File: src/rtl/tmds_decoder.sv
// rtl/tmds_decoder.sv - TMDS 10b/8b channel decoder with token-based word alignment
module tmds_decoder #(
    parameter int LOCK_TOKENS      = 16,
    parameter int SEARCH_CYCLES    = 2048,
    parameter int SLIP_WAIT_CYCLES = 16,
    parameter int LOSS_CYCLES      = 4096
) (
    input  logic       i_pixclk,
    input  logic       i_rst_n,
    input  logic [9:0] i_encode,
    output logic [7:0] o_data,
    output logic [1:0] o_ctrl,
    output logic       o_de,
    output logic       o_locked,
    output logic       o_bitslip
);

    localparam logic [1:0] ST_SEARCH    = 2'd0;
    localparam logic [1:0] ST_SLIP_WAIT = 2'd1;
    localparam logic [1:0] ST_LOCKED    = 2'd2;

    localparam logic [12:0] LOCK_N      = 13'(LOCK_TOKENS);
    localparam logic [12:0] SEARCH_LAST = 13'(SEARCH_CYCLES - 1);
    localparam logic [12:0] SLIP_LAST   = 13'(SLIP_WAIT_CYCLES - 1);
    localparam logic [12:0] LOSS_LAST   = 13'(LOSS_CYCLES - 1);

    logic [9:0]  r_word;
    logic [1:0]  state, state_nxt;
    logic [12:0] tok_cnt, tok_nxt;
    logic [12:0] tmr, tmr_nxt;
    logic        slip_nxt;
    logic        is_tok;
    logic [1:0]  tok_val;
    logic [7:0]  d;
    logic [7:0]  dec;

    always_comb begin
        is_tok  = 1'b1;
        tok_val = 2'b00;
        case (r_word)
            10'b1101010100: tok_val = 2'b00;
            10'b0010101011: tok_val = 2'b01;
            10'b0101010100: tok_val = 2'b10;
            10'b1010101011: tok_val = 2'b11;
            default:        is_tok  = 1'b0;
        endcase
    end

    // Undo the optional inversion, then the XOR/XNOR transition chain
    always_comb begin
        d      = r_word[9] ? ~r_word[7:0] : r_word[7:0];
        dec    = 8'h00;
        dec[0] = d[0];
        for (int i = 1; i < 8; i++) begin
            dec[i] = r_word[8] ? (d[i] ^ d[i-1]) : ~(d[i] ^ d[i-1]);
        end
    end

    always_comb begin
        state_nxt = state;
        tok_nxt   = tok_cnt;
        tmr_nxt   = tmr;
        slip_nxt  = 1'b0;
        case (state)
            ST_SEARCH: begin
                tok_nxt = is_tok ? tok_cnt + 13'd1 : 13'd0;
                tmr_nxt = tmr + 13'd1;
                // A completed token run takes priority over the slip timeout
                if (is_tok && (tok_cnt + 13'd1 == LOCK_N)) begin
                    state_nxt = ST_LOCKED;
                    tok_nxt   = 13'd0;
                    tmr_nxt   = 13'd0;
                end else if (tmr == SEARCH_LAST) begin
                    state_nxt = ST_SLIP_WAIT;
                    slip_nxt  = 1'b1;
                    tok_nxt   = 13'd0;
                    tmr_nxt   = 13'd0;
                end
            end
            ST_SLIP_WAIT: begin
                tmr_nxt = tmr + 13'd1;
                if (tmr == SLIP_LAST) begin
                    state_nxt = ST_SEARCH;
                    tok_nxt   = 13'd0;
                    tmr_nxt   = 13'd0;
                end
            end
            ST_LOCKED: begin
                if (is_tok) begin
                    tmr_nxt = 13'd0;
                end else if (tmr == LOSS_LAST) begin
                    state_nxt = ST_SEARCH;
                    tok_nxt   = 13'd0;
                    tmr_nxt   = 13'd0;
                end else begin
                    tmr_nxt = tmr + 13'd1;
                end
            end
            default: begin
                state_nxt = ST_SEARCH;
                tok_nxt   = 13'd0;
                tmr_nxt   = 13'd0;
            end
        endcase
    end

    always_ff @(posedge i_pixclk or negedge i_rst_n) begin
        if (!i_rst_n) begin
            state     <= ST_SEARCH;
            r_word    <= 10'd0;
            tok_cnt   <= 13'd0;
            tmr       <= 13'd0;
            o_data    <= 8'h00;
            o_ctrl    <= 2'b00;
            o_de      <= 1'b0;
            o_locked  <= 1'b0;
            o_bitslip <= 1'b0;
        end else begin
            r_word    <= i_encode;
            state     <= state_nxt;
            tok_cnt   <= tok_nxt;
            tmr       <= tmr_nxt;
            o_locked  <= (state_nxt == ST_LOCKED);
            o_bitslip <= slip_nxt;
            // Output gating follows the state held before this edge
            if (state == ST_LOCKED) begin
                if (is_tok) begin
                    o_de   <= 1'b0;
                    o_data <= 8'h00;
                    o_ctrl <= tok_val;
                end else begin
                    o_de   <= 1'b1;
                    o_data <= dec;
                end
            end else begin
                o_de   <= 1'b0;
                o_data <= 8'h00;
            end
        end
    end

endmodule

File: config.mk
export PLATFORM = sky130hd
export DESIGN_NAME = tmds_decoder
export DESIGN_NICKNAME = d
export VERILOG_FILES = /design/src/rtl/tmds_decoder.sv
export SDC_FILE = /design/constraint.sdc
export NUM_CORES = 1
export LEC_CHECK = 0
export ABC_CLOCK_PERIOD_IN_PS = 6100
export BUFFER_PORTS_ARGS = -buffer_cell sky130_fd_sc_hd__buf_2
export CAP_MARGIN = 20
export CORE_MARGIN = 2
export CORE_UTILIZATION = 60
export DETAILED_ROUTE_END_ITERATION = 12
export MAX_ROUTING_LAYER = met4
export PLACE_DENSITY = 0.86
export SKIP_LAST_GASP = 1
export SLEW_MARGIN = 5
export SYNTH_ARGS = -nofsm -noshare
export SYNTH_HDL_FRONTEND = slang
export SYNTH_SLANG_ARGS = --single-unit
File: constraint.sdc
create_clock -name i_pixclk -period 6.1 [get_ports i_pixclk]
set_input_delay 0.61 -clock i_pixclk [delete_from_list [all_inputs] [get_ports i_pixclk]]
set_output_delay 0.61 -clock i_pixclk [all_outputs]
set_load 0.03 [all_outputs]
# Word level (Yosys, flattened, before mapping)
# Index checks and enable logic that the tools add are counted.
# op_classes
addsub,2
n_mul,0
div_mod_pow,0
magnitude_cmp,0
n_eq_ne,14
shift,0
muxes,36
bitwise_logic,15
reduce_logical,5
# op_table
cell,n
13-bit two-way mux,11
13-bit case mux with 3 select lines,2
"13-bit by 1-bit adder with 13-bit output, second input constant",2
8-bit two-way mux,3
"10-bit == test, second input constant",2
"13-bit by 11-bit == test with 1-bit output, second input constant",1
"13-bit by 12-bit == test with 1-bit output, second input constant",1
"13-bit by 4-bit == test with 1-bit output, second input constant",1
"13-bit by 5-bit == test with 1-bit output, second input constant",1
1-bit two-way mux,13
2-bit case mux with 3 select lines,2
"10-bit by 8-bit == test with 1-bit output, second input constant",1
"10-bit by 9-bit == test with 1-bit output, second input constant",1
2-bit two-way mux,5
8-bit NOT,1
1-bit NOT,7
1-bit bitwise XOR,7
"2-bit != test, second input constant",3
"2-bit == test, second input constant",2
4-bit OR reduction,1
3-bit AND reduction,1
"2-bit by 1-bit == test with 1-bit output, second input constant",1
2-bit logical NOT,1
2-bit AND reduction,1
1-bit logical AND,1
# totals
regBits,51
latch_bits,0
ramBits,0
rom_bits,0
inputBits,12
elab_cells,81
memories,0

# Longest topological paths before layout
# depth
ltp_word,7
depth_mapped,10
depth_no_buf,8

# Worst setup path after synthesis
# Ideal clock, no wire load.
# synth_path
path_type,reg-to-reg
from,register tok_cnt[0]
to,register tmr[10]
t_arrival_ns,1.865
setup_slack_ns,4.116
path_stages_with_launch,10
synth_period_minus_slack_ns,1.984
cell_sequence,dfrtp_1 ha_1 and3_1 nand4_2 xor2_2 and3_1 nand4_1 a21oi_2 buf_6 nor2_2
# synth_between
elab_chain_len,5
# synth_lines
element,line,source
start: declaration,29,"logic [12:0] tok_cnt, tok_nxt;"
start signal: assignment,121,tok_cnt <= tok_nxt;
13-bit by 1-bit adder with 13-bit output,69,if (is_tok && (tok_cnt + 13'd1 == LOCK_N)) begin
13-bit by 5-bit == test with 1-bit output,69,
1-bit logical AND,69,
13-bit two-way mux,69,
13-bit case mux with 3 select lines,64,case (state)
named net tmr_nxt[10],30,"logic [12:0] tmr, tmr_nxt;"
end signal: assignment,122,tmr <= tmr_nxt;
end: declaration,30,
# The timed path passes the listed nets, and every way through them passes these cells.
# A chain may end at the register's enable or synchronous reset.

# Final worst setup path
# layout_path
from,register tok_cnt[0]
to,register tmr[3]
# The elaborated chain is that of the path after synthesis.

==> flow_summary_export.csv <==
group,metric,value,unit
outcome,status,"finished, final reports clean",
clock_network,hold_buffers,0,
floorplanning,start_util,61.4,%
yosys,synthesis.area,2640,µm²
setup_path,crit_family,"compound AO/OA/AOI/OAI gates",
setup_path,setup.worst_path.end_class,"register",
timing,finalCritPeriodShare,41.6,%
timing,skew,0.00788,ns
finish,n_antenna_cell,0,
yosys,synthAdderAreaFrac,1.42,%
yosys,synthesis.nets,272,
power,p_seq_share,61.9,%
power,p_leak,0.00133,µW
placed_design,dp_hpwl,3.24,mm
yosys,synth_common_cells,"51 x dfrtp_1, 24 x nand2_1, 23 x nor2_1",
global_route,grt_pass1_vias,1728,
clock_network,cts_max_path_buffers,2,
finish,drive_above_1_share,22.1,%
setup_path,worstPathArrival,2.70,ns
setup_path,cp_cell_sequence,"ha_1, and2_1, nand2_1, o21ai_0, and3_1, nand4_1, a21oi_2, nor2_1",
setup_path,slowest_stage,"a21oi_2",
global_route,grt_pass1_wl,7.63,mm
floorplanning,die_area,4940,µm²
clock_network,ctsResizeCount,0,
yosys,synth_top_area_share,48.4,%
clock_network,cts_buffers,5,
clock_network,cts_root_buffer,"clkbuf_8",
yosys,yosysMostFrequentCell,"dfrtp_1",
yosys,synth.distinct_cells,52,
finish,finalInstanceArea,2870,µm²
timing,rsz0062_at_grt,"false",
yosys,synth_edf_count,0,
power,power.density,195,nW/µm²
yosys,synthFlopType,"dfrtp_1",
route,ant_nets,0,
yosys,ys_warn_count,0,
yosys,synth_top_family_by_area,"simple AND/OR/NAND/NOR gates",
setup_path,reg2reg_from,"tok_cnt[0]",
finish,fillers,330,
timing,worst_slew_pin_slew,1.00,ns
placed_design,io_buffers,24,
route,vias,1885,
route,avgViaCountPerCell,5.68,
setup_path,startpoint,"tok_cnt[0]",
floorplanning,rows,24,
timing,final.setup.tns,0,ns
timing,setup_viol,0,
setup_path,critical_path.max_stage_delay,0.66,ns
setup_path,criticalPathCategory,"register to register",
global_route,grt_util_all_layers,20.4,%
yosys,async_flop_share,100,%
setup_path,start_kind,"register",
power,p_int,435,µW
floorplanning,die_height,70.3,µm
power,ir_drop,0.206,mV
clock_network,clk_pin_slew,0.09,ns
setup_path,cp_max_fo,13,
power,p_sw,123,µW
clock_network,cts_tree,"yes",
floorplanning,core-area,4290,µm²
setup_path,reg2reg_slack,3.56,ns
timing,slew-limit-headroom,32.9,%
yosys,syn_inst,257,
power,finalPower,559,µW
finish,regArea,1280,µm²
min_path,min_path_type,"input pin to asynchronous set/reset pin",
global_route,grt_max_degree,52,
setup_path,path_buf_inv,0,
power,clkPwrFrac,33.9,%
global_route,antenna_found_initial,0,
timing,post-route-min-period,2.54,ns
route,wl,4.48,mm
clock_network,htreeDepth,2,
power,combinationalPowerShare,4.2,%
power,switching_share,22.1,%
route,drt_pass1_iterations,4,
timing,slew_viol_final,0,
finish,nets,294,
yosys,yosys.area_share.xor_xnor,8.59,%
placed_design,gp_congestion,0.851,
floorplanning,io_pins,25,
run,cap_violations,0,
yosys,synth_area_leaders,"dfrtp_1 48%, xnor2_1 6.3%, nand2_1 3.4%",
yosys,ys_ff_latch,51,
finish,area_growth,8.73,%
route,drc,0,
placed_design,placed_area,2750,µm²
route,drt_iter0_drc,83,
yosys,synth_compound_area_share,10.1,%
yosys,yosys.area_share.simple,26.7,%
yosys,synth_mux_area_share,1.23,%
global_route,grt_overflow,0,
finish,multi_input_area,1270,µm²
floorplanning,die_w,70.3,µm
yosys,yosysSeqAreaShare,48.4,%
clock_network,clkLatencyLatePin,0.30,ns
yosys,syn_avg_cell_area,10.3,µm²
yosys,synth_area_leader_cell,"dfrtp_1",
route,wl_per_cell,13.5,µm
clock_network,post-cts-setup-buffers,0,
clock_network,cts_sinks,51,
timing,hold_viol_final,0,
setup_path,required,6.26,ns
timing,max_freq,0.394,GHz
==> stage by stage <==
stage,utilization (%),hold slack (ns),cells,worst slack (ns)
after floorplan,-,0.314,257,4.12
after global placement,64.0,0.454,323,3.68
after detailed placement,64.0,0.466,323,3.57
after CTS,66.1,0.405,331,3.56
after global routing,66.8,0.338,332,3.33
final,66.8,0.314,332,3.56
==> metal layers <==
metal / wire, µm / GRT usage [%] / share of wire (%)
met1: 2030 / 24.4 / 45
met2: 2220 / 34.0 / 49
met3: 170 / 4.76 / 3.8
met4: 59 / 6.84 / 1.3
met5: 0 / - / 0
==> worst reg2reg max path: stages, from the launching register on <==
cell and delay (ns):
dfrtp_1 0.46, ha_1 0.28, and2_1 0.21, nand2_1 0.06
o21ai_0 0.26, and3_1 0.20, nand4_1 0.14, a21oi_2 0.66
nor2_1 0.12
==> layout make-up <==
class                   instances  share of cell area [%]
flip-flops and latches         51                    44.5
multi-input cells             190                    44.2
repair buffers                 25                    5.15
clock buffers                   6                    2.53
well taps                      52                    2.27
inverters                       6                   0.786
clock inverters                 2                   0.567
==> power groups by stage <==
stage	Clock, µW	Combinational, µW	Sequential, µW
after global routing	210	26.7	346
after global placement	0	21.4	352
after CTS	195	22.3	346
final	189	23.7	346
after floorplan	0	12.3	351
after detailed placement	0	22.0	352
==> cell families after synthesis <==
logic type / after synthesis
AO/OA/AOI/OAI: 40
XOR/XNOR: 25
adder cells (fa/ha/maj): 3
multiplexers: 2
buffers and inverters: 16
AND/OR/NAND/NOR: 120
flip-flops: 51
==> flip-flops by register name, indices dropped and copies added (netlist names) <==
| register | count |
|---|---|
| o_bitslip | 1 |
| tok_cnt | 13 |
| o_de | 1 |
| o_locked | 1 |
| tmr | 13 |
| state | 2 |
| o_data | 8 |
| o_ctrl | 2 |
| r_word | 10 |
==> layout by cell type, fill, tap and decap left out, types with 2 or more instances in the layout <==
cell,n
o21ai_0,11
nor4_1,2
nor2_1,23
inv_1,6
dfrtp_1,51
and3_1,7
o21ai_4,2
a211oi_1,2
nand3b_1,2
nand4_1,6
clkbuf_8,5
o31ai_1,4
buf_2,24
ha_1,3
nand3_1,12
or2_2,2
nor2_2,10
xor2_1,5
xnor2_1,19
and4bb_1,2
nor3b_1,2
nand3_2,2
and3_2,3
or3_1,5
a21oi_1,13
nand2b_1,2
nand2_1,24
nor3_1,3
and2_1,2
==> final timing paths <==
kind / to / cells past startpoint
worst max-delay path: tmr[3] / 8
worst min-delay path: tmr[3] / 1
worst max register to register: tmr[3] / 8
worst min register to register: tmr[0] / 1
max in group asynchronous: o_data[0] / 2
min in group i_pixclk: r_word[1] / 1
Power figures use the tool's default switching activity.
